`src/rtl/vt_encoder.sv`:
```
// ---------------------------------------------------------------------------
// vt_encoder
//
// Sequential Varshamov-Tenengolts encoder.  K information bits are scattered
// over the non-power-of-two positions of an n-bit word.  The weighted checksum
// sum(i*x_i) mod (n+1) is then accumulated one position per clock.  Finally the
// M parity bits at positions 1,2,4,...,2^(M-1) are chosen so that the completed
// codeword has syndrome a.
//
// The codeword is presented in strand format: bit (i-1) of the bus carries x_i,
// and every bit above n-1 is zero.  This lets the output feed the channel model
// or the IDS decoder directly.
//
// Timing:  E0 accepts start.  E1..En each fold one position into the checksum.
// En+1 writes the parity and the codeword and raises done.  For n=10, done
// therefore rises 11 edges after the accepting edge.
// ---------------------------------------------------------------------------
module vt_encoder #(
  parameter int DATA_WIDTH = 32,
  parameter int n          = 10,
  parameter int a          = 0,
  localparam int M         = $clog2(n + 1),
  localparam int K         = n - M
) (
  input  logic                  clk,
  input  logic                  rst_n,
  input  logic                  start,
  input  logic [K-1:0]          info,
  output logic                  busy,
  output logic                  done,
  output logic [DATA_WIDTH-1:0] codeword
);

  // Constants, sized to match the accumulator arithmetic.  The accumulator
  // always holds a value in 0..n, so M bits are enough.  The one-bit-wider
  // values cover the intermediate sums.
  localparam logic [M-1:0] N_V   = M'(n);
  localparam logic [M:0]   NP1_V = (M + 1)'(n + 1);
  localparam logic [M:0]   A_V   = (M + 1)'(a);

  typedef enum logic [1:0] {
    S_IDLE,
    S_ACCUM,
    S_PARITY,
    S_DONE
  } state_t;

  state_t                  r_state;
  logic [n-1:0]            r_work;
  logic [M-1:0]            r_acc;
  logic [M-1:0]            r_pos;
  logic                    r_busy;
  logic                    r_done;
  logic [DATA_WIDTH-1:0]   r_codeword;

  logic [n-1:0]            w_mapped;
  logic                    w_curBit;
  logic [M:0]              w_accSum;
  logic [M-1:0]            w_accNext;
  logic [M-1:0]            w_syn;
  logic [n-1:0]            w_final;

  // Returns the (j+1)-th position in 1..n that is not a power of two.
  // Information bit j lands at that position.  The function is only called
  // with constant arguments inside an unrolled loop, so it reduces to wiring.
  function automatic int infoPos(input int j);
    int cnt;
    int res;
    cnt = 0;
    res = 1;
    for (int p = 1; p <= n; p++) begin
      if ((p & (p - 1)) != 0) begin
        if (cnt == j) begin
          res = p;
        end
        cnt = cnt + 1;
      end
    end
    return res;
  endfunction

  // Scatter the information bits into their data positions.  The parity
  // positions stay zero so that they add nothing to the running checksum.
  always_comb begin
    w_mapped = '0;
    for (int j = 0; j < K; j++) begin
      w_mapped[infoPos(j) - 1] = info[j];
    end
  end

  // Select x_pos from the work register.  This is a plain mux over the n
  // positions, so that r_pos may use a width that does not match clog2(n).
  always_comb begin
    w_curBit = 1'b0;
    for (int i = 1; i <= n; i++) begin
      if (r_pos == M'(i)) begin
        w_curBit = r_work[i - 1];
      end
    end
  end

  // One checksum step: add pos when x_pos is set, then reduce modulo n+1.
  // Both operands are at most n, so a single conditional subtract is enough.
  always_comb begin
    w_accSum  = {1'b0, r_acc} + (w_curBit ? {1'b0, r_pos} : {(M + 1){1'b0}});
    w_accNext = (w_accSum >= NP1_V) ? M'(w_accSum - NP1_V) : M'(w_accSum);
  end

  // Parity value d = (a - acc) mod (n+1).  Adding n+1 first keeps the
  // difference non-negative when acc exceeds a.  The result is at most n,
  // so it fits in the M parity bits.
  always_comb begin
    if ({1'b0, r_acc} > A_V) begin
      w_syn = M'(A_V + NP1_V - {1'b0, r_acc});
    end else begin
      w_syn = M'(A_V - {1'b0, r_acc});
    end
  end

  // Build the finished codeword: the work register with bit j of d written
  // into power-of-two position 2^j.
  always_comb begin
    w_final = r_work;
    for (int j = 0; j < M; j++) begin
      w_final[(1 << j) - 1] = w_syn[j];
    end
  end

  // Encoder state machine.  busy, done and codeword are all registered here.
  // A start during ACCUM or PARITY is ignored.  A start during DONE begins a
  // new encode, and the previous codeword stays visible until that encode
  // reaches PARITY.
  always_ff @(posedge clk or negedge rst_n) begin
    if (!rst_n) begin
      r_state    <= S_IDLE;
      r_work     <= '0;
      r_acc      <= '0;
      r_pos      <= '0;
      r_busy     <= 1'b0;
      r_done     <= 1'b0;
      r_codeword <= '0;
    end else begin
      case (r_state)
        S_IDLE, S_DONE: begin
          if (start) begin
            r_work  <= w_mapped;
            r_acc   <= '0;
            r_pos   <= M'(1);
            r_busy  <= 1'b1;
            r_done  <= 1'b0;
            r_state <= S_ACCUM;
          end
        end
        S_ACCUM: begin
          r_acc <= w_accNext;
          if (r_pos == N_V) begin
            r_pos   <= '0;
            r_state <= S_PARITY;
          end else begin
            r_pos <= r_pos + M'(1);
          end
        end
        S_PARITY: begin
          r_codeword <= DATA_WIDTH'(w_final);
          r_done     <= 1'b1;
          r_busy     <= 1'b0;
          r_state    <= S_DONE;
        end
        default: begin
          r_state <= S_IDLE;
        end
      endcase
    end
  end

  assign busy     = r_busy;
  assign done     = r_done;
  assign codeword = r_codeword;

endmodule

```
`config.mk`:
```
export PLATFORM = sky130hd
export DESIGN_NAME = vt_encoder
export DESIGN_NICKNAME = d
export VERILOG_FILES = /design/src/rtl/vt_encoder.sv
export SDC_FILE = /design/constraint.sdc
export NUM_CORES = 1
export LEC_CHECK = 0
export CAP_MARGIN = 25
export CORE_MARGIN = 5
export CORE_UTILIZATION = 54
export CTS_CLUSTER_SIZE = 24
export DETAILED_ROUTE_END_ITERATION = 8
export PLACE_DENSITY = 0.86
export SLEW_MARGIN = 20
export SYNTH_ARGS = -nofsm -noshare
export SYNTH_HDL_FRONTEND = slang
export SYNTH_SLANG_ARGS = --single-unit
```
`constraint.sdc`:
```
create_clock -name clk -period 6.34 [get_ports clk]
set_input_delay 1.268 -clock clk [delete_from_list [all_inputs] [get_ports clk]]
set_output_delay 1.268 -clock clk [all_outputs]
set_load 0.01 [all_outputs]
```
**Word-level counts from Yosys, hierarchy flattened**

Cells that the tools add are included.

- Flip-flop bits (word level): 28
- Input port bits: 9
- Word-level logic and storage cells: 58

- $add $sub $neg: 5
- Order comparisons: 2
- Equality and inequality tests: 13
- Mux-type cells: 23
- Reduce and logical (&&, ||, !) cells: 8

Operators with widths:

| cell | number |
|---|---|
| 2-to-1 mux 4 bit | 6 |
| equality test 4 x 3 -> 1 bit (second input constant) | 4 |
| case mux 4 bit (2 select lines) | 2 |
| equality test 4 bit (second input constant) | 3 |
| 2-to-1 mux 1 bit | 10 |
| AND reduction 2 bit | 4 |
| case mux 2 bit (3 select lines) | 1 |
| adder 4 x 4 -> 5 bit | 1 |
| >= comparator 5 x 4 -> 1 bit (second input constant) | 1 |
| adder 4 x 1 -> 4 bit (second input constant) | 1 |
| equality test 2 bit (second input constant) | 2 |
| equality test 4 x 2 -> 1 bit (second input constant) | 1 |
| greater-than comparator 4 x 1 -> 1 bit (second input constant) | 1 |
| 2-to-1 mux 2 bit | 2 |
| != test 2 bit (second input constant) | 2 |
| case mux 1 bit (2 select lines) | 2 |
| nonzero test 2 bit | 2 |
| subtractor 1 x 4 -> 4 bit (first input constant) | 1 |
| subtractor 4 bit (first input constant) | 1 |
| subtractor 4 bit (second input constant) | 1 |
| equality test 2 x 1 -> 1 bit (second input constant) | 1 |
| zero test 2 bit | 1 |
| OR reduction 2 bit | 1 |

**Longest topological paths before layout**

- Depth in word-level cells: 14
- Gate-level depth with buffers: 13
- Gate-level depth less buffers: 12

**Least setup slack after synthesis**

OpenSTA, ideal clock, no wires.

- Kind: register -> register
- From: reg r_pos[0]
- To: reg r_acc[2]
- Setup time: 92 ps
- Arrival: 2510 ps
- Required time: 6248 ps
- Setup slack: 3738 ps
- Stages on the path, launching flop included: 14
- Buffers on the path: 1
- Period minus slack after synthesis: 2602 ps
- Cell sequence: dfrtp_1 buf_4 nand2_1 nor2_1 o21ai_1 a21oi_1 o21a_1 ha_1 fa_1 ha_1 nand2b_2 o31ai_1 a21oi_1 o31ai_2

- Word-level cells in the longest chain between the ends: 14
- Elaborated cells between the ends (all ways): 22
- Those cells by class: 2 x add/sub; 1 x order compare; 8 x eq/ne; 11 x mux

RTL lines:

| item | line | source |
|---|---|---|
| start: declaration | 51 | `logic [M-1:0] r_pos;` |
| start signal: assignment | 160 | `r_pos <= r_pos + M'(1);` |
| equality test 4 x 2 -> 1 bit | 96 | `if (r_pos == M'(i)) begin` |
| 2-to-1 mux 1 bit (8 in series) | 96 |  |
| 2-to-1 mux 4 bit * | 105 | `w_accSum = {1'b0, r_acc} + (w_curBit ? {1'b0, r_pos} : {(M + 1){1'b0}});` |
| adder 4 x 4 -> 5 bit * | 105 |  |
| subtractor 4 bit or >= comparator 5 x 4 -> 1 bit (tied branches) | 106 | `w_accNext = (w_accSum >= NP1_V) ? M'(w_accSum - NP1_V) : M'(w_accSum);` |
| 2-to-1 mux 4 bit * | 106 |  |
| case mux 4 bit (2 select lines) * | 143 | `case (r_state)` |
| end signal: assignment | 155 | `r_acc <= w_accNext;` |
| end: declaration | 50 | `logic [M-1:0] r_acc;` |

Every way passes the cells marked *; elsewhere a longest branch is shown, timed or not.
A chain may end at the register's enable or synchronous reset.

**Final worst setup path**

Same ends and word-level chain as after synthesis.

==> reports/qor.yml <==
die:
  io_pins: 43
  dieArea_um2: 4629
  placementRows: 21
  die_x_um: 68.04
  core_um2: 3311
  start_util: 0.5495
  die_h_um: 68.04
synth:
  ys_seq_elements: 28
  syn_area_per_cell_um2: 9.941
  synth-edff-count: 0
  synthArstFlopShare: 1.000
  synthDistinctLibCells: 42
  synth_seq_area_share: 0.3851
  synth_area_um2: 1819
  ys_warn_count: 0
  synth_cells: 183
  synth_ff_type: "dfrtp_1"
route:
  drc: 0
  first_pass_iters: 4
  drt-wirelength-per-cell_um: 12.85
  routed_wirelength_mm: 3.199
  first_iter_violations: 48
  ant_nets: 0
  num_vias: 1261
  via_per_inst: 5.064
clock_tree:
  cts_sinks: 28
  clock_latency_ps: 320
  hold_buffers: 0
  clockBufferDepth: 2
  post_cts_buffers: 0
  cts_resized: 0
  htree_levels: 1
  cts_buffers: 3
  clkTransAtPathRegs_ps: 140
  cts_root_buf: "clkbuf_4"
  cts_tree: "built"
critical_path:
  crit_path_start: "r_pos[0]$_DFFE_PN0P_"
  worst-setup-path-type: "flop to flop"
  critPathMaxFanout: 12
  r2r-start: "r_pos[0]$_DFFE_PN0P_"
  start_kind: "flop"
  timing.rr.end: "r_acc[2]$_DFFE_PN0P_"
  end_kind: "flop"
  regToRegSetupSlack_ps: 3430
  cp.arrival_ps: 3160
  r2r_cells: 12
  cp.required_ps: 6590
cells_and_area:
  diodes: 0
  layout_commonest_cell: "dfrtp_1"
  area_growth_pct: 9.973
  nNetsFinal: 225
  final_util: 0.6043
  nFillCells: 302
  layout_common_cells: "28 x dfrtp_1, 22 x conb_1, 20 x clkdlybuf4s50_1, 18 x nand2_1"
  seq_area_um2: 700.7
  multiInputGateArea_um2: 970.9
  drive_gt1_frac: 0.09852
sta:
  slew_headroom: 0.5943
  setup_viol: 0
  timing.hold.ws_ps: 519.0
  rsz0062_at_grt: "no"
  tightest_slew_ps: 608.5
  finalCritPeriodShare: 0.4585
  max_freq_ghz: 0.3440
  report.final.slew_viol_count: 0
  finClkSkew_ps: 14.22
  timing.final.crit_period_ps: 2907
  finalHoldViolCount: 0
  setup_tns_ps: 0
worst_hold_path:
  min-delay-start: "codeword[6]$_DFFE_PN0P_"
  holdPathEnd: "codeword[6]$_DFFE_PN0P_"
  hold_path.class: "flop to flop"
  hold_depth: 1
pwr:
  seqPwrFrac: 0.389
  power_switching_w: 0.0003521
  finalPower_w: 0.0008476
  switching_share: 0.4154
  p_clk_frac: 0.082
  power_leakage_nw: 0.9366
  p_int_w: 0.0004955
  p_per_area_nw_per_um2: 423.6
  comb_power_share: 0.528
  vdd_drop_max_uv: 242.9
placed_design:
  detailed_place_hpwl_mm: 2.495
  globalplace.congestion: 0.8526
  port-buffer-count: 20
job:
  cap_viol_max_count: 0
run_status:
  status: "completed"
grt:
  track_usage: 0.1527
  grt_overflow_total: 0
  grt_pass1_wl_mm: 5.382
  grt_max_degree: 29
  grt_antenna_before_repair: 0
  grt_pass1_vias: 1227
[power groups by stage]
| stage | registers [W] | clock network, W | logic, W |
|---|---|---|---|
| after floorplan | 0.000326 | 0 | 0.000319 |
| after global placement | 0.000329 | 0 | 0.000435 |
| after detailed placement | 0.000334 | 0 | 0.000444 |
| after CTS | 0.000331 | 0.0000722 | 0.000449 |
| after global routing | 0.000344 | 0.0000803 | 0.000504 |
| final | 0.000330 | 0.0000697 | 0.000448 |
[per-layer routing]
metal / up-vias / wire length (um) / track usage
li1: 629 / - / -
met4: 0 / 14 / 0.02233
met2: 37 / 1579 / 0.2708
met1: 593 / 1422 / 0.1898
met3: 2 / 182 / 0.03941
met5: - / 0 / 0
[cells by family after synthesis]
family	synth area share
and+or+nand+nor	0.1176
AOI/OAI and AO/OA	0.1575
buffers and inverters	0.1245
DFF	0.3851
muxes	0.1052
adders and majority gates	0.07978
xor gates and xnor gates	0.02820
other	0.002061
[cell type report]
cell class              instances  share of cell area
repair buffers                 21              0.1038
flip-flops and latches         28              0.3502
inverters                      11             0.02064
clock buffers                   3             0.01126
multi-input cells             140              0.4853
well taps                      46             0.02877
[Yosys cell counts (all sizes together), types with 4 or more instances]
library cell / n / area, um2
nor2: 11 / 41.29
mux2: 14 / 157.7
nand2: 18 / 67.56
xnor2: 4 / 35.03
dfrtp: 28 / 700.7
o21ai: 10 / 50.05
buf: 25 / 185.2
inv: 11 / 41.29
a21oi: 13 / 87.58
o31ai: 5 / 56.30
ha: 10 / 125.1
[state kept, by name, indices dropped and copies added (netlist names)]
name,count
busy,1
codeword,10
done,1
r_acc,4
r_pos,4
r_state,2
r_work,6
[worst max-delay path by stage]
stage,to,slack [ps],depth (start not counted)
floorplan,r_acc[2]$_DFFE_PN0P_,3740,13
global placement,r_acc[2]$_DFFE_PN0P_,3520,12
detailed placement,r_acc[2]$_DFFE_PN0P_,3470,12
CTS,r_acc[2]$_DFFE_PN0P_,3420,12
global route,r_acc[2]$_DFFE_PN0P_,3160,12
finish,r_acc[2]$_DFFE_PN0P_,3430,12
[worst max-delay path, stage by stage, from the launching register on]
cell	delay [ps]
dfrtp_1	610
nand2_1	100
nor2_1	110
o21ai_1	80
a21oi_1	250
o21a_1	170
ha_1	180
fa_1	470
ha_1	240
nand2b_2	230
nor3_1	230
a21oi_1	110
o31ai_2	70
[metrics by stage]
step	cell area (um2)	worst slack [ps]	cells
floorplan	1898	3738	204
global placement	1978	3520	246
detailed placement	1978	3468	246
CTS	2001	3424	249
global route	2001	3156	249
finish	2001	3433	249
No activity file was read; power rests on OpenSTA's default activity.
